<file path="src/rtl/m_calc_ctrl.sv">
// m_calc_ctrl: sequences A, B and opcode entry words into an external ALU and
// holds the captured result until the consumer acknowledges it.
module m_calc_ctrl (
   input  logic       clk,
   input  logic       rst_n,
   input  logic [7:0] din_i,
   input  logic       din_vld_i,
   output logic       din_rdy_o,
   input  logic       clr_i,
   output logic [7:0] alu_a_o,
   output logic [7:0] alu_b_o,
   output logic [3:0] alu_sel_o,
   input  logic [7:0] alu_res_i,
   input  logic [3:0] alu_flag_i,
   output logic [7:0] res_o,
   output logic [3:0] flag_o,
   output logic       res_vld_o,
   input  logic       res_ack_i,
   output logic       err_o,
   output logic [7:0] op_cnt_o
);
   typedef enum logic [2:0] {IDLE, GET_B, GET_OP, EXEC, DONE} state_t;
   state_t     state_q, state_d;
   logic [7:0] a_q, a_d, b_q, b_d, res_q, res_d, cnt_q, cnt_d;
   logic [3:0] op_q, op_d, flag_q, flag_d;
   logic       err_q, err_d, accept;

   assign din_rdy_o = (state_q == IDLE) || (state_q == GET_B) || (state_q == GET_OP);
   assign accept    = din_vld_i && din_rdy_o;
   assign alu_a_o   = a_q;
   assign alu_b_o   = b_q;
   assign alu_sel_o = (state_q == EXEC) ? op_q : 4'hF;
   assign res_o     = res_q;
   assign flag_o    = flag_q;
   assign res_vld_o = (state_q == DONE);
   assign err_o     = err_q;
   assign op_cnt_o  = cnt_q;

   always_comb begin
      state_d = state_q;
      a_d     = a_q;
      b_d     = b_q;
      op_d    = op_q;
      res_d   = res_q;
      flag_d  = flag_q;
      err_d   = err_q;
      cnt_d   = cnt_q;
      if (clr_i) begin
         state_d = IDLE;
         err_d   = 1'b0;
      end else begin
         case (state_q)
            IDLE: if (accept) begin
               a_d     = din_i;
               state_d = GET_B;
            end
            GET_B: if (accept) begin
               b_d     = din_i;
               state_d = GET_OP;
            end
            GET_OP: if (accept) begin
               // Rejected requests report straight from here, bypassing EXEC.
               if (din_i > 8'h0B) begin
                  res_d   = 8'h00;
                  flag_d  = 4'h0;
                  err_d   = 1'b1;
                  state_d = DONE;
               end else if (din_i[3:0] == 4'h3 && b_q == 8'h00) begin
                  res_d   = 8'hFF;
                  flag_d  = 4'h0;
                  err_d   = 1'b1;
                  state_d = DONE;
               end else begin
                  op_d    = din_i[3:0];
                  state_d = EXEC;
               end
            end
            EXEC: begin
               res_d   = alu_res_i;
               flag_d  = alu_flag_i;
               err_d   = 1'b0;
               cnt_d   = cnt_q + 8'd1;
               state_d = DONE;
            end
            DONE: if (res_ack_i) state_d = IDLE;
            default: state_d = IDLE;
         endcase
      end
   end

   always_ff @(posedge clk or negedge rst_n) begin
      if (!rst_n) begin
         state_q <= IDLE;
         a_q     <= 8'h00;
         b_q     <= 8'h00;
         op_q    <= 4'h0;
         res_q   <= 8'h00;
         flag_q  <= 4'h0;
         err_q   <= 1'b0;
         cnt_q   <= 8'h00;
      end else begin
         state_q <= state_d;
         a_q     <= a_d;
         b_q     <= b_d;
         op_q    <= op_d;
         res_q   <= res_d;
         flag_q  <= flag_d;
         err_q   <= err_d;
         cnt_q   <= cnt_d;
      end
   end
endmodule

</file>
<file path="config.mk">
export PLATFORM = sky130hd
export DESIGN_NAME = m_calc_ctrl
export DESIGN_NICKNAME = d
export VERILOG_FILES = /design/src/rtl/m_calc_ctrl.sv
export SDC_FILE = /design/constraint.sdc
export NUM_CORES = 1
export LEC_CHECK = 0
export CAP_MARGIN = 0
export CORE_MARGIN = 5
export CORE_UTILIZATION = 40
export DETAILED_ROUTE_END_ITERATION = 10
export MAX_ROUTING_LAYER = met4
export PLACE_DENSITY = 0.75
export SYNTH_ARGS = -nofsm -noshare
export SYNTH_HDL_FRONTEND = slang
export SYNTH_SLANG_ARGS = --single-unit
</file>
<file path="constraint.sdc">
create_clock -name clk -period 1.5 [get_ports clk]
set_input_delay 0.45 -clock clk [delete_from_list [all_inputs] [get_ports clk]]
set_output_delay 0.45 -clock clk [all_outputs]
set_load 0.05 [all_outputs]
</file>
* After elaboration in Yosys (flattened, before gate mapping) *
Index checks and enable logic that the tools add are counted.

storage, ports and cells
  register bits after elaboration = 44
  input port bits = 25
  logic and storage cells = 62
  output and inout port bits = 43

cells by class
  reductions and logical operators = 15
  mux-type cells = 22
  magnitude comparators = 1
  bitwise logic cells = 3
  equality and inequality tests = 12
  add/subtract/negate cells = 1

operators by type and width
  kind                   number
  $mux W8                3
  $mux W3                7
  $mux W4                4
  $pmux W8 S2            1
  $pmux W3 S5            1
  $ne A3 B3 Y1 const B   3
  $reduce_and A3 Y1      3
  $add A8 B1 Y8 const B  1
  $gt A8 B4 Y1 const B   1
  $logic_not A8 Y1       1
  $pmux W4 S2            1
  $reduce_and A4 Y1      2
  $eq A3 B2 Y1 const B   2
  $reduce_and A5 Y1      1
  $eq A4 B2 Y1 const B   1
  $mux W1                4
  $ne A4 B2 Y1 const B   1
  $eq A3 B1 Y1 const B   1
  $eq A3 B3 Y1 const B   1
  $logic_not A3 Y1       1
  $ne A3 B1 Y1 const B   1
  $ne A3 B2 Y1 const B   1
  $not A1 Y1             3
  $reduce_bool A3 Y1     1
  other kinds (6)        8

* Depth between registers and ports, before layout *
Gate-level depths: netlist (run 1).

  depth in word-level cells = 7
  mapped depth = 6
  gate-level depth less buffers = 4

* Least setup slack after synthesis (run 1) *
OpenSTA, ideal clock, no wires.

  kind = reg-to-reg
  start = register state_q[1]
  end = register state_q[2]
  cell stages (with the launch flop) = 5
  required time = 1.415 ns
  arrival time = 2.099 ns
  path buffers = 1
  path slack = -0.683 ns
  cell sequence = dfrtp_1 buf_2 nor3b_1 a21boi_0 o21ai_0

RTL lines
  item                                          RTL line  source
  start, declared                               23        state_t state_q, state_d;
  start signal, assigned                        102       state_q <= state_d;
  $eq A3 B3 Y1 (*)                              --
  named net res_vld_o                           17        output logic res_vld_o,
  $pmux W3 S5 or $ne A3 B2 Y1 (tied branches)   --
  $mux W3 or $reduce_and A4 Y1 (tied branches)  --

Mark *: on every way through the listed nets, which the timed path passes. The rest lies on a longest branch.
A chain may end at the register's enable or synchronous reset.

* Worst setup path in the final report (run 1) *
  start = register state_q[2]
  end = register a_q[6], in the netlist alu_a_o[6]

on the way
  cells in the longest elaborated chain, start to end = 5

RTL lines
  item                                              RTL line  source
  $eq A3 B1 Y1 or $logic_not A3 Y1 (tied branches)  28, 52
  $logic_or A1 B1 Y1 (2 in series)                  28        assign din_rdy_o = (state_q == IDLE) || (state_q == GET_B) || (state_q == GET_OP);
  $logic_and A1 B1 Y1                               29        assign accept = din_vld_i && din_rdy_o;
  $reduce_and A3 Y1 (no source line) (*)            --
  end signal, assigned                              94        a_q <= 8'h00;
  end signal, assigned                              103       a_q <= a_d;
  end, declared                                     24        logic [7:0] a_q, a_d, b_q, b_d, res_q, res_d, cnt_q, cnt_d;

Mark *: on every way between the ends. The rest lies on a longest branch, timed or not.

==> results summary, run 1 <==
Entering global routing, the biggest net connects between 40 and 50 pins. Among all flip-flop cells after synthesis, the most frequent one is sky130_fd_sc_hd__dfrtp_1. Summing internal, switching and leakage power gives around 5100 uW. Summing all placed instances gives a cell area of 3521 um2. The final setup slack of the worst path came out at -0.3747 ns.

Broken down by cell family, the worst path's largest delay share belongs to buffers and inverters. VDD sags by at most around 1.2 mV. The number of design-rule violations left by the first detailed-router iteration is 100.

The setup slack at placement is -0.7239 ns. The count of final max-slew check failures came out at 0. In the final design database the tool counted 315 nets. The initial standard-cell utilization of the core came out at 41.73%.

The synthesis-stage register bit count is between 40 and 50. The top cell types in the final layout, fill and taps aside, are sky130_fd_sc_hd__buf_12, sky130_fd_sc_hd__dfrtp_1, sky130_fd_sc_hd__buf_4, sky130_fd_sc_hd__buf_6, sky130_fd_sc_hd__clkdlybuf4s50_1. The die covers approximately 6500 um2. The post-synth net total is 183. The later pin in the worst-skew pair is clocked with a latency of ~0.30 ns. The total of fill cells in the finished design is between 200 and 250.

The count of unresolved DRC violations after routing came out at 0. The checks that failed: negative setup slack. The count of final hold-check violations is 0. The kind of critical path is reg2reg. The post-route netlist has 61.03% of its cells at a drive strength greater than 1.

The tree is rooted in a sky130_fd_sc_hd__clkbuf_8. In the final routed layout, each cell accounts on average for between 20 and 25 um. The count of vias placed by the detailed router came out at about 1900. The number of placement rows is 25. The first global-routing pass estimated around 11 mm of wire.

The proportion of synthesized chip area in sequential cells is between 50 and 60%. The total power density per cell area came out at between 1000 and 1500 nW/um2. The total setup violations reported at the end of the flow came out at 50. The highest cell delay on the worst timing path is 0.39 ns. Setup repair after global routing could not meet its margin everywhere.

The longest clock path from root to sink contains 2 buffers. The floorplan core area is 4786 um2. The HPWL after detailed placement came out at roughly 4.3 mm.

The CTS tree is done. The total overflow left after global routing is 0. The worst setup path is captured at a register. During synthesis, Yosys emitted a total of 0 warnings. The level count of the clock H-tree is 2. The number of distinct library cell variants in the gate-level netlist after synthesis is between 40 and 50. In this run the worst hold path is classified as in2async. Using the TritonRoute via totals, the vias-per-cell ratio works out to ~5.4. The smallest clock period supported by the final layout is computed as approximately 1.9 ns.

The flip-flop and latch area came out at approximately 1100 um2. The share of async-settable or async-resettable flops after synthesis came out at between 90% and 100%. Measured along the y axis, the die boundary spans 80.66 um. Averaged over all synthesized cells, the footprint is about 13 um2. Of the available clock period, the critical path in the final layout requires 125.0%.

The library cell used most frequently in the layout, excluding fill and tap cells, is sky130_fd_sc_hd__buf_12. The run finished, with violations left. Traced cell by cell, the critical path runs through buf_4 -> buf_6 -> buf_6 -> buf_6 -> nor2_4 -> nor4b_4 -> buf_4 -> clkbuf_16 -> mux2_4. The slowest stage of the critical path is the sky130_fd_sc_hd__dfrtp_1 cell.

The instance count of the mapped netlist came out at around 160. On the final layout, the worst clock skew is 0.009849 ns. The wire length after detailed routing is between 8 and 9 mm.

The area occupied by multi-input gates is roughly 1100 um2. The number of CTS-inserted buffers came out at 5. Measured against its own limit, the worst slew margin works out to about 76%. The routability-driven placement congestion ratio is around 0.84.

The number of antenna-violating nets in the routed design came out at 0. The initial antenna violation count came out at 0. The number of cell instances on the worst register-to-register path came out at 9. The worst setup path is launched from a register. The number of global-route vias before repair came to 2100.

The die width came out at 80.66 um. The final standard cell area without fillers came out at between 4000 and 5000 um2. The utilization of the core after routing is a little under nine tenths.

During I/O placement, the number of pins put on the boundary was 68. The buffering stage count on the worst path with inverters included is 6. The required time of the critical path is 1.69 ns. The clock transition at the register clock pins on the worst setup and hold paths after CTS is 0.09 ns. Compared with the post-synthesis result, the final layout area differs by 104.6%. In this run the static leakage power is between 0.0015 and 0.002 uW.

Max-cap violations in this run came to 0. In this run the register-to-register setup slack is -0.37 ns. The sink count of the clock tree is 44. The number of synthesized flops with an enable pin came out at 0. In this run the critical register-to-register path is captured at alu_a_o[6]. The pre-antenna-repair detailed-routing pass consisted of 4 iterations. The maximum fanout along the worst path came out at 4. The data arrival time of the critical path came out at just over 2 ns. The startpoint identified for the worst register-to-register timing path is state_q[2]. The overall routing resource usage came out at between 20% and 30%. The area of the mapped netlist is ~2000 um2.

The transition at the pin with the smallest max-transition slack is roughly 0.36 ns. The repair_antennas step left the layout with diodes totalling 0. The quantity of I/O buffers inserted on ports is 67. The cell type with the highest occurrence count on the critical path is sky130_fd_sc_hd__buf_6. Based on the critical path, the design can be clocked at up to between 500 and 600 MHz.
## cells by family after synthesis
group                    count (synthesis)  synth area share [%]
AO/OA/AOI/OAI                           21                 8.397
AND/OR/NAND/NOR                         55                 17.98
XOR/XNOR                                 7                 3.070
flip-flops                              44                 55.14
multiplexers                            20                 12.03
adder cells (fa/ha/maj)                  1                0.6265
buffers and inverters                    9                 2.757
## power by group
part	switching [uW]	internal, uW	leakage [uW]
clock network	409	666	0.0000654
registers	287	1400	0.000568
logic	1130	1230	0.00127
total	1830	3290	0.00190
## routing by layer
metal | share of wire [%] | global-route usage (%) | up-vias | wire length [um]
li1 | - | - | 833 | -
met3 | 4.7 | 4.484 | 15 | 379
met2 | 55 | 39.32 | 74 | 4457
met1 | 38 | 26.41 | 995 | 3112
met5 | 0 | - | - | 0
met4 | 2.2 | 8.446 | 0 | 176
## stage by stage
step           setup TNS, ns  cells  hold WS (ns)
6_report              -13.01    357        0.1226
5_1_grt               -15.32    357        0.1265
4_1_cts               -6.560    348        0.1222
3_5_place_dp          -25.15    327        0.4508
3_3_place_gp          -24.42    327        0.4421
2_1_floorplan         -3.797    157        0.1544
## cell type report
class                      instances  share of cell area (%)
clock buffer                       6                   1.776
clock inverter                     2                   1.470
inverter                           3                  0.2757
multi-input combinational        105                   26.22
sequential                        44                   27.14
tap                               67                   2.052
timing repair buffer             130                   41.07
## flip-flops by register name, indices dropped and copies added, names as in the netlist
signal,count
res_o,8
op_cnt_o,8
err_o,1
flag_o,4
op_q,4
state_q,3
alu_b_o,8
alu_a_o,8
## synth_stat cells (2+ instances only)
cell	instances	area, um2
sky130_fd_sc_hd__a21oi_1	2	10.01
sky130_fd_sc_hd__a311o_1	8	80.08
sky130_fd_sc_hd__and2_1	8	50.05
sky130_fd_sc_hd__buf_2	2	10.01
sky130_fd_sc_hd__buf_6	2	22.52
sky130_fd_sc_hd__dfrtp_1	44	1101
sky130_fd_sc_hd__inv_1	3	11.26
sky130_fd_sc_hd__mux2_2	16	180.2
sky130_fd_sc_hd__mux2_4	4	60.06
sky130_fd_sc_hd__nand2_1	14	52.55
sky130_fd_sc_hd__nand2b_1	2	12.51
sky130_fd_sc_hd__nand3_1	2	10.01
sky130_fd_sc_hd__nand4_1	3	18.77
sky130_fd_sc_hd__nor2_1	5	18.77
sky130_fd_sc_hd__nor4_1	3	18.77
sky130_fd_sc_hd__o21ai_0	6	30.03
sky130_fd_sc_hd__or2_2	4	25.02
sky130_fd_sc_hd__xnor2_1	5	43.79
sky130_fd_sc_hd__xor2_1	2	17.52
## worst max path at each step
stage | startpoint | to | cells past startpoint
finish | state_q[2] | alu_a_o[6] | 9
global route | state_q[2] | alu_a_o[1] | 9
CTS | state_q[2] | alu_sel_o[2] | 3
detailed placement | din_i[6] | op_q[3] | 5
global placement | din_i[6] | op_q[3] | 5
floorplan | din_i[6] | op_q[0] | 4
## repair_timing
item / 4_1_cts / 5_1_grt
gates cloned: 1 / 1
hold buffers: 0 / 0
pin swaps: 19 / 10
buffers inserted: 14 / 10
endpoints found under the hold margin: 0 / 0
setup endpoints to repair: 49 / 55
resized for setup: 68 / 21
Note: power is estimated with default switching activity, not from simulation.
==> inputs of run 2 (changes only) <==
CELL_PAD_IN_SITES_DETAIL_PLACEMENT = 1   (was unset)
CELL_PAD_IN_SITES_GLOBAL_PLACEMENT = 2   (was unset)
CORE_UTILIZATION = 31   (was 40)
PLACE_DENSITY = unset   (was 0.75)
PLACE_DENSITY_LB_ADDON = 0.1   (was unset)
clock period = 2.3 ns   (was 1.5 ns; I/O delays follow)
==> results summary, run 2 (same netlist as run 1, synthesis figures left out) <==
The static leakage power is 0.001427 uW (-25%). The final layout net count came out at 275 (-13%). The vertical die dimension is 90.26 um (+12%). The total of fill cells in the finished design came to 697 (+240%).

The sequential fraction of design power is 38.5% (+5.6 points). The relative max-transition margin is 65.58% (-10 points). The initial standard-cell utilization of the core is 31.63% (-10 points). The quantity of I/O buffers inserted on ports came out at 67 (unchanged). The transition at the pin with the smallest max-transition slack is 0.5147 ns (+0.1535 ns).

The kind of cell adding the most delay to the critical path is buffers and inverters. The count of final hold-check violations came to 0 (unchanged). The number of cells on the critical path is 1 (-8). The number of global-route vias before repair came out at 1818 (-13%). The clock group share of total power came out at 22.4% (+1.4 points). The HPWL after detailed placement is 4.155 mm (-3.7%). CTS placed an instance of sky130_fd_sc_hd__clkbuf_8 at the clock tree root. The largest net degree at the start of global routing came out at 45 (unchanged). The number of design-rule violations left by the first detailed-router iteration came out at 25 (-75%). The mean number of vias per cell is 4.908 (-8.6%). The switching component of the power came out at 993.2 uW (-46%). TritonCTS built the clock tree. The internal power is 1611 uW (-51%).

The run finished with clean final reports. The aggregate global routing overflow is 0 (unchanged). The max-capacitance violation count is 0 (unchanged). The sink count of the clock tree is 44 (unchanged). The first-pass GRT wire length came to 9.404 mm (-14%). The worst setup path is of the reg2out kind.

The kind of start point of the critical path is a register. The routability-driven placement congestion ratio is 0.7801 (-6.9%). The count of final max-slew check failures is 0 (unchanged). The cell area reported after detailed placement came out at 2910 um2 (-17%). The count of unresolved DRC violations after routing came out at 0 (unchanged).

The flip-flop and latch area came out at 1102 um2 (-0.56%). The initial antenna violation count came out at 0 (unchanged). The final critical delay including setup and external delays is roughly 2.2 ns. The die width is 90.26 um (+12%). The synthesis-to-layout area growth is 53.63%. The number of placement rows came out at 29 (+16%).

The overall routing resource usage is 14.41% (-8.4 points). The number of antenna-violating nets in the routed design was 0 (unchanged). The fmax is around 450 MHz. The count of vias placed by the detailed router came out at 1605 (-16%). Leaving out fill and tap cells, the most frequent cells in the layout are sky130_fd_sc_hd__clkdlybuf4s50_1, sky130_fd_sc_hd__dfrtp_1, sky130_fd_sc_hd__buf_4, sky130_fd_sc_hd__mux2_2, sky130_fd_sc_hd__nand2_1.

The path class of the tightest hold or removal check is in2async. Setup repair after global routing left no endpoint under its margin. The total power density per cell area is 848.9 nW/um2 (-32%). The largest vdd supply drop was 0.5733 mV (-51%).

The clock transition at the register clock pins on the worst setup and hold paths after CTS came out at 0.08 ns (about the same). The number of iterations in the first detailed-routing pass came to 4 (unchanged). The number of antenna repair diodes came out at 0 (unchanged).

Walking the worst path, the cells encountered are clkdlybuf4s50_1. The level count of the clock H-tree is 2 (unchanged). The worst setup path startpoint is alu_b_o[7]. The total setup violations reported at the end of the flow came out at 0 (-100%). The number of cell instances on the worst register-to-register path came to 5 (-4).

The final setup slack of the worst path came to 0.09326 ns (+0.4679 ns). The area enclosed by the die boundary came to 8147 um2 (+25%). The portion of the clock cycle consumed by the worst path in the final layout is 95.95%. The setup slack at placement came out at -0.2560 ns (+0.4679 ns). The buffer depth of the longest clock path is 2 (unchanged). The highest cell delay on the worst timing path came out at 0.83 ns (+0.44 ns). The switching power as a share of total power came to 38.14% (+2.4 points).

The slowest stage of the critical path belongs to the cell sky130_fd_sc_hd__clkdlybuf4s50_1. The worst setup path is captured at a primary output. The final standard cell area without fillers came out at 3068 um2 (-25%). The clock latency at the later pin of the worst-skew pair is 0.29 ns (about the same). The worst register-to-register path begins at state_q[2]. The buffering stage count on the worst path with inverters included came out at 1 (-5). The routed wire length per instance came to 17.07 um (-25%). The data arrival time of the critical path was 1.52 ns (-0.54 ns). The share of post-route cells with drive strength above 1 came out at 28.40% (-33 points). The maximum fanout along the worst path came out at 3 (-1). The largest clock skew in the final design is 0.006447 ns (-0.003403 ns). The floorplan core area is 6314 um2 (+32%). The fraction of power consumed by combinational cells came to 39.1% (-7.0 points). The required time of the critical path came out at 1.61 ns (-0.08 ns). The library cell used most frequently in the layout, excluding fill and tap cells, is sky130_fd_sc_hd__clkdlybuf4s50_1. The number of CTS-inserted buffers came out at 5 (unchanged).

The area occupied by multi-input gates came out at 847.1 um2 (-21%). The wire length after detailed routing came to 5.583 mm (-31%). The number of top-level design ports came to 68 (unchanged).
run 2: cell types whose count changed in the layout (fill, tap and decap cells not counted), moves of 6 or more:
cell                              change
sky130_fd_sc_hd__buf_12              -37
sky130_fd_sc_hd__clkdlybuf4s50_1     +43
sky130_fd_sc_hd__mux2_4               -8
sky130_fd_sc_hd__buf_4                -8
sky130_fd_sc_hd__dlygate4sd2_1        -6
sky130_fd_sc_hd__mux2_2               +8
sky130_fd_sc_hd__buf_6               -32
run 2: cell type report:
cell class,instances,share of cell area (%)
clock buffer,6,2.365
multi-input combinational,104,27.61
timing repair buffer,91,29.45
sequential,44,35.93
clock inverter,2,1.142
tap,77,3.140
inverter,3,0.3670
run 2: repair_timing:
| item | 4_1_cts | 5_1_grt |
|---|---|---|
| buffers inserted | 1 | 4 |
| gates resized for setup | 0 | 6 |
| cloned | 0 | 0 |
| hold buffers | 0 | 0 |
| endpoints found under the hold margin | 0 | 0 |
| endpoints found under the setup margin | 4 | 9 |
run 2: worst paths after layout:
check / endpoint / slack, ns
worst max-delay path: alu_b_o[7] / 0.09
worst min register to register: op_cnt_o[7] / 0.48
min in group clk: op_cnt_o[7] / 0.48
worst max register to register: res_o[3] / 0.37
max in group asynchronous: flag_o[2] / 1.71
worst min-delay path: err_o / 0.37
run 2: metal layers:
metal  global-route usage, %  share of wire [%]  up-vias
li1                        -                  -      747
met1                   17.47                 43      819
met2                   24.02                 52       37
met3                   3.833                4.1        2
met4                   3.350               0.48        0
met5                       -                  0        -
run 2: power groups by stage:
stage                     combinational, uW  clock (uW)  sequential (uW)
after floorplan                         167           0             1450
after global placement                 1010           0             1010
after detailed placement               1030           0             1020
after CTS                              1030         608             1010
after global routing                   1060         640             1020
final                                  1020         584             1000
run 2: stage by stage:
stage               setup TNS, ns  power [uW]  hold slack (ns)  instances  util (%)
global route                    0        2726           0.3845        327     48.59
global placement           -3.089        2022           0.4658        314     46.10
detailed placement         -3.680        2047           0.4672        314     46.10
CTS                             0        2645           0.3675        323     47.92
floorplan                       0        1621           0.3944        157         -
finish                          0        2604           0.3682        327     48.59
==> inputs of run 3 (changes only) <==
clock period = 2.62 ns   (was 2.3 ns; I/O delays follow)
==> results summary, run 3 (same netlist as run 1, synthesis figures left out) <==
The buffer depth of the longest clock path was 2 (unchanged). The number of placement rows came out at 29 (unchanged). The number of design-rule violations left by the first detailed-router iteration is 18 (-28%). The number of instances resized during post-cts repair came out at 0 (unchanged).

The required time of the critical path came out at 1.83 ns (+0.22 ns). The clock tree root driver cell is sky130_fd_sc_hd__clkbuf_8. The top cell types in the final layout, fill and taps aside, are sky130_fd_sc_hd__clkdlybuf4s50_1, sky130_fd_sc_hd__dfrtp_1, sky130_fd_sc_hd__mux2_2, sky130_fd_sc_hd__buf_4, sky130_fd_sc_hd__nand2_1. The number of cell instances on the worst register-to-register path is 3 (-2). The count of final max-slew check failures came out at 0 (unchanged). The number of iterations in the first detailed-routing pass was 6 (+2). The number of CTS-inserted buffers came out at 5 (unchanged). The highest cell delay on the worst timing path is 0.55 ns (-0.28 ns).

The portion of the clock cycle consumed by the worst path in the final layout came out at 94.73%. The area enclosed by the die boundary came out at 8147 um2 (unchanged). The kind of critical path is reg2out. The static leakage power is 0.001272 uW (-11%). The total power density per cell area is 792.7 nW/um2 (-6.6%).

TritonCTS built the clock tree. The total of fill cells in the finished design is 688 (-1.3%). In this run the critical register-to-register path is launched from state_q[0].

The number of top-level design ports is 68 (unchanged). In this run the worst hold path is classified as in2async. The initial antenna violation count came out at 0 (unchanged). The synthesis-to-layout area growth came out at 45.93%. The HPWL after detailed placement is 4.102 mm (-1.3%). Counting I/O delays and the setup requirement, the final critical path takes 2.482 ns. The initial standard-cell utilization of the core is 31.63% (unchanged).

The count of vias placed by the detailed router came out at 1513 (-5.7%). The final setup slack of the worst path was 0.1381 ns (+0.04485 ns). The aggregate global routing overflow came out at 0 (unchanged). The mean number of vias per cell is 4.834 (-1.5%).

The count of unresolved DRC violations after routing is 0 (unchanged). The number of antenna-violating nets in the routed design is 0 (unchanged). The cell count after placement came out at 305 (-2.9%). The overall routing resource usage came out at 13.97% (-0.44 points).

The library cell used most frequently in the layout, excluding fill and tap cells, is sky130_fd_sc_hd__clkdlybuf4s50_1. Derived from the worst setup path, the maximum achievable clock frequency is between 400 and 500 MHz. STA classifies the critical path endpoint as a primary output. Setup repair after global routing left no endpoint under its margin. The final cell count without fillers came out at 313 (-4.3%).

The level count of the clock H-tree is 2 (unchanged). The cell type of the slowest stage on the worst timing path is sky130_fd_sc_hd__dfrtp_1. The worst setup slack for register-to-register paths came out at 0.73 ns (+0.36 ns).

The quantity of I/O buffers inserted on ports came to 67 (unchanged). The sink count of the clock tree came out at 44 (unchanged). The vertical die dimension came out at 90.26 um (unchanged). The clock transition at the register clock pins on the worst setup and hold paths after CTS is 0.08 ns (about the same). STA classifies the critical path startpoint as a register. The largest clock skew in the final design came to 0.005389 ns (-0.001057 ns). The worst register-to-register path ends at res_o[5]. The signal on the critical path passes through nand3b_1 -> or2_2 -> buf_4. The clock latency at the later pin of the worst-skew pair came out at 0.29 ns (about the same). The routability-driven placement congestion ratio came out at 0.7507 (-3.8%). The count of final hold-check violations came to 0 (unchanged). The first-pass GRT wire length is 9.004 mm (-4.3%). The die width is 90.26 um (unchanged). The total setup violations reported at the end of the flow was 0 (unchanged). The floorplan core area came out at 6314 um2 (unchanged). The number of global-route vias before repair was 1718 (-5.5%).

The hold buffer count at CTS is 0 (unchanged). The data arrival time of the critical path is 1.70 ns (+0.18 ns). The final layout net count came out at 261 (-5.1%). The setup slack at placement came out at -0.05472 ns (+0.2013 ns). The routed wire length per instance came out at 16.96 um (-0.65%). The largest net degree at the start of global routing came out at 25 (-44%). The transition at the pin with the smallest max-transition slack is 0.5267 ns (+0.01199 ns). The number of buffers inserted by post-CTS setup repair was 0 (-1). The largest vdd supply drop came out at 0.4499 mV (-22%). The relative max-transition margin came out at 64.78% (-0.80 points).

The flow ran to the end, and the final reports show no timing, DRC or antenna violations. The wire length after detailed routing came out at 5.309 mm (-4.9%). The number of antenna repair diodes came out at 0 (unchanged). The max-capacitance violation count came out at 0 (unchanged). The share of post-route cells with drive strength above 1 is 23.31% (-5.1 points). The maximum fanout along the worst path came out at 10 (+7).
## run 3: changes by cell type in the layout (fill, tap and decap cells not counted), moves of 2 or more
| cell | before | now |
|---|---|---|
| sky130_fd_sc_hd__clkdlybuf4s50_1 | 56 | 60 |
| sky130_fd_sc_hd__dlymetal6s2s_1 | 4 | 0 |
| sky130_fd_sc_hd__buf_4 | 25 | 15 |
| sky130_fd_sc_hd__clkbuf_8 | 5 | 7 |
| sky130_fd_sc_hd__buf_12 | 5 | 1 |
## run 3: power breakdown
| part | total, uW | switching [uW] | internal (uW) | leakage [uW] |
|---|---|---|---|---|
| Clock | 558 | 222 | 336 | 0.0000645 |
| Combinational | 868 | 545 | 323 | 0.000633 |
| Sequential | 883 | 88.2 | 795 | 0.000575 |
| Total | 2310 | 856 | 1450 | 0.00127 |
## run 3: per-stage QoR
stage / utilization, % / cell area (um2) / total power, uW / setup TNS (ns) / hold WS [ns]
4_1_cts: 46.16 / 2914 / 2350 / 0 / 0.4472
2_1_floorplan: - / 1997 / 1422 / 0 / 0.4736
6_report: 46.16 / 2914 / 2310 / 0 / 0.4404
3_3_place_gp: 44.15 / 2788 / 1762 / 0 / 0.4650
3_5_place_dp: 44.15 / 2788 / 1778 / -0.3585 / 0.4716
5_1_grt: 46.16 / 2914 / 2429 / 0 / 0.4627
## run 3: layout make-up
class	instances	area, um2	share of cell area (%)
Sequential cell	44	1101	37.78
Multi-Input combinational cell	104	840.8	28.85
Timing Repair Buffer	77	738.2	25.33
Clock buffer	7	96.34	3.306
Tap cell	77	96.34	3.306
Clock inverter	1	30.03	1.030
Inverter	3	11.26	0.3864
## run 3: worst max path at each step
stage               slack, ns           end  cells past startpoint  startpoint
finish                   0.14  alu_sel_o[3]                      3  state_q[0]
global route             0.02  alu_sel_o[3]                      3  state_q[0]
CTS                      0.12  alu_sel_o[3]                      3  state_q[0]
detailed placement      -0.05      res_o[5]                      5    din_i[6]
floorplan                0.13     res_vld_o                      2  state_q[1]
global placement         0.03      res_o[3]                      5    din_i[6]
## run 3: critical path: cells and delay by family (launching register included)
| family | cells | cell delay [ns] |
|---|---|---|
| simple gates | 2 | 0.66 |
| buf+inv | 1 | 0.19 |
| flops | 1 | 0.55 |
## run 3: per-layer routing
layer	routed length [um]	vias to the layer above	GRT usage, %
met5	0	-	-
met4	57	0	3.350
met3	234	5	3.917
met2	2641	36	22.07
met1	2375	754	17.85
li1	-	718	-
==> edit 1 (config.mk and constraints of run 2) <==
Encoding of `state_t`: now one-hot (5 bits for 5 states).
--- a/src/rtl/m_calc_ctrl.sv
+++ b/src/rtl/m_calc_ctrl.sv
@@ -20,5 +20,5 @@
    output logic [7:0] op_cnt_o
 );
-   typedef enum logic [2:0] {IDLE, GET_B, GET_OP, EXEC, DONE} state_t;
+   typedef enum logic [4:0] {IDLE = 5'b00001, GET_B = 5'b00010, GET_OP = 5'b00100, EXEC = 5'b01000, DONE = 5'b10000} state_t;
    state_t     state_q, state_d;
    logic [7:0] a_q, a_d, b_q, b_d, res_q, res_d, cnt_q, cnt_d;
Check against the original RTL: same outputs for any inputs over 10 cycles, from zero or initial values and one cycle with rst_n low; not proved beyond that.
==> edit 1 against run 2 <==
The run now ends with setup timing left; count of clock-buffer cells in the layout is the same; sequential cell count grew 2; total power up 4.6%; cell area rose by 12%; fmax is 6.5% lower; utilization grew 1.5 points; synthesized area rose by 10%; die area is 9.3% higher; first-iteration DRC count increased by 76%; setup slack got worse by 150 ps; wire length grew 6.0%; critical path type unchanged; largest power group unchanged.
==> edit 1: results (changes against run 2) <==
Placed inst area - 3180 um^2 (+9.3%)
Via density - 4.56 (-7.2%)
Hold Crit Class - input port to asynchronous set/reset pin
Drt first pass iters - 2 (-2)
Metal2 WL - 2.84 mm (-2.5%)
GRT Total Usage - 14.4% (-0.047 points)
WL met1 - 2.85 mm (+18%)
Clock tree buffer depth - 2 (unchanged)
Placement Setup Slack - -383 ps (-127 ps)
Dpl hpwl - 4.34 mm (+4.4%)
Total wire length - 5.92 mm (+6.0%)
Setup slack after layout - -60.7 ps (-154 ps)
Endpoints failing setup - 4 (+4)
Cell variety after synth - 41 (unchanged)
Sum of negative setup slack - -224 ps (-224 ps)
Initial antenna violation count - 0 (unchanged)
R2r endpoint - res_o[0]
Worst setup startpoint - state_q[4]
Commonest cells in the netlist - dfrtp_1 (45), mux2_2 (21), inv_1 (11)
Via count - 1,704 (+6.2%)
Worst vdd ir - 0.000467 V (-19%)
Outcome - finished with violations
IO Port Bufs - 67 (unchanged)
Nets - 303 (+10%)
Violations in the final reports - setup timing
Sequential fraction of the synthesis area - 52.2% (-2.9 points)
Worst slew margin - 62.6% (-3.0 points)
Hold WS - 380 ps (+11.9 ps)
Worst-skew pair later-pin latency - 290 ps (about the same)
CP endpoint - alu_sel_o[2]
Post-Syn Nets - 202 (+10%)
Post-Place Cells - 358 (+14%)
Largest net degree at the start of global routing - 26 (-42%)
Fraction of layout cells with a size suffix above 1 - 35.3% (+6.9 points)
Reg2reg start - state_q[4]
Reg-to-reg slack, setup - 140 ps (-230 ps)
DRT iter0 DRCs - 44 (+76%)
Routability cong. - 0.769 (-1.4%)
Metal3 WL - 187 um (-19%)
Worst R2R Path Depth - 6 (+1)
Leak pwr - 1.61 nW (+13%)
Worst EP arrival - 1670 ps (+150 ps)
Root buffer cell - clkbuf_8
First-pass GRT wire length - 9.72 mm (+3.3%)
Vias in the first global route - 1,932 (+6.3%)
Layout Skew - 6.70 ps (+0.253 ps)
Avg Inst Size Synth - 12.5 um^2 (-1.5%)
Worst-path fanout max - 5 (+2)
Synth top area cells - dfrtp_1 (51%), mux2_2 (11%), mux2_4 (4.1%)
[edit 1: cell count changes after synthesis, moves of 3 or more]
cell	change
or3_1	+5
o21ai_0	-4
mux2i_1	+8
or2_2	-3
inv_1	+8
a311o_1	-7
and2_1	-7
nand2b_1	+3
a22o_1	+4
mux2_2	+5
nand2_1	-5
[edit 1: kinds of logic (layout without fill, tap and decap cells)]
family	after synthesis	in the layout	share of synthesized area (%)
AO/OA/AOI/OAI	14	14	4.93
XOR/XNOR	8	8	3.18
adder cells (fa/ha/maj)	1	1	0.567
buffers and inverters	19	121	4.88
flip-flops	46	46	52.2
multiplexers	37	37	19.5
AND/OR/NAND/NOR	51	51	14.7
[edit 1: per-layer routing]
metal  global-route usage, %  up-vias
met2                    22.3       38
met4                    3.25        0
met1                    19.4      842
met3                    2.95        4
met5                       -        -
li1                        -      820
[edit 1: what timing repair did]
| action | CTS | global route |
|---|---|---|
| pin swaps | 2 | 4 |
| setup buffers | 3 | 4 |
| gates resized for setup | 11 | 7 |
| cloned | 0 | 1 |
| endpoints found under the setup margin | 16 | 19 |
[edit 1: layout make-up]
| cell class | instances | area, um^2 |
|---|---|---|
| flip-flops and latches | 46 | 1150 |
| clock buffers | 6 | 72.6 |
| inverters | 11 | 41.3 |
| fillers | 729 | 3430 |
| multi-input cells | 111 | 998 |
| clock inverters | 2 | 37.5 |
| well taps | 96 | 120 |
| repair buffers | 102 | 1020 |
[edit 1: power by group]
part / switching, mW / internal [mW] / total (mW)
Sequential: 0.0984 / 0.937 / 1.04
Combinational: 0.652 / 0.439 / 1.09
Clock: 0.273 / 0.324 / 0.598
Total: 1.02 / 1.70 / 2.72
[edit 1: worst max-delay path: stages (launching register included)]
cell and delay [ps]:
dfrtp_1 410, or3_4 430, or3_4 390, buf_6 160
==> edit 2 (config.mk and constraints of run 2) <==
Without the edit above. Put one more register stage on the output `flag_o`. The value now appears one clock later. The other outputs are not delayed to match.
--- a/src/rtl/m_calc_ctrl.sv
+++ b/src/rtl/m_calc_ctrl.sv
@@ -32,5 +32,7 @@
    assign alu_sel_o = (state_q == EXEC) ? op_q : 4'hF;
    assign res_o     = res_q;
-   assign flag_o    = flag_q;
+   always_ff @(posedge clk) begin
+      flag_o <= flag_q;
+   end
    assign res_vld_o = (state_q == DONE);
    assign err_o     = err_q;
Behaviour: not the same (a bounded check fails within 10 cycles, from zero or initial values and one cycle with rst_n low).
==> edit 2 against run 2 <==
Synthesized area increased by 1.1%; largest cell class unchanged; sequential cell count increased by 4; synthesized cell count up 7.0%; clock skew increased by 4.0 ps; setup slack lost 33 ps; via count increased by 2.0%; wire length rose by 5.0%; cell area rose by 1.6%; combinational power grew 24%; sequential power rose by 15%; cell count rose by 3.7%; total power rose by 12%.
==> edit 2: results (changes against run 2) <==
Dpl hpwl - 4.53 mm (+9.1%)
Worst vdd ir - 0.000540 V (-5.9%)
CP endpoint - op_cnt_o[0]
Reg-to-reg slack, setup - 500 ps (+130 ps)
XOR/XNOR Fraction of Synth Area - 3.47% (+0.40 points)
GR met2 Demand/Resource - 25.1% (+1.1 points)
Routability cong. - 0.844 (+8.2%)
Async S/R FF share, synth - 91.7% (-8.3 points)
Synth Area in Adders - 0.620% (-0.0066 points)
Nets - 287 (+4.4%)
Worst R2R Path Depth - 6 (+1)
Worst setup startpoint - op_cnt_o[0]
Met3 GRT Util - 3.42% (-0.42 points)
Sequential fraction of the synthesis area - 58.5% (+3.4 points)
GRT Total Usage - 15.4% (+0.94 points)
DRT iter0 DRCs - 31 (+24%)
Synth top area cells - dfrtp_1 (55%), mux2_2 (8.9%), nand2_1 (6.0%)
First-pass GRT wire length - 9.98 mm (+6.2%)
Post-synthesis compound-gate area fraction - 7.50% (-0.89 points)
Metal3 WL - 274 um (+19%)
Worst EP arrival - 1550 ps (+30 ps)
Leak pwr - 1.38 nW (-3.2%)
Sw Ratio - 41.7% (+3.6 points)
Metal2 WL - 2.90 mm (-0.55%)
Cell variety after synth - 38 (-7.3%)
WL met1 - 2.62 mm (+8.6%)
Post-Syn Nets - 194 (+6.0%)
Placed inst area - 2970 um^2 (+2.2%)
Mux cell area share after synthesis - 11.2% (-0.87 points)
Cell count after synthesis - 168 (+7.0%)
Reg2reg start - alu_b_o[2]
Outcome - finished clean
Total wire length - 5.86 mm (+5.0%)
Layout Skew - 10.4 ps (+3.98 ps)
Fraction of layout cells with a size suffix above 1 - 27.5% (-0.92 points)
Worst-path clk slew - 100 ps (+20 ps)
[edit 2: cell count changes after synthesis, sizes merged, moves of 4 or more]
cell,change
nand2,+19
a311o,-8
and2,-8
dfxtp,+4
o211ai,+9
[edit 2: power by group through the flow]
stage                     sequential [mW]  combinational [mW]  clock (mW)
final                                1.15                1.26       0.512
after global routing                 1.18                1.32       0.568
after CTS                            1.15                1.27       0.532
after detailed placement             1.17                1.26           0
after global placement               1.16                1.24           0
after floorplan                      1.68               0.208           0
[edit 2: stage by stage]
step,power [mW],std cells,setup WS [ps],hold slack [ps]
global placement,2.39,328,-332,356
CTS,2.96,337,5.72,380
detailed placement,2.43,328,-411,368
floorplan,1.89,168,181,347
global route,3.06,339,5.34,399
finish,2.92,339,60.4,382
[edit 2: final cells by class]
cell class	instances	area, um^2
fillers	677	3230
clock inverters	3	21.3
repair buffers	92	901
inverters	1	3.75
clock buffers	5	68.8
multi-input cells	113	843
flip-flops and latches	48	1180
well taps	77	96.3
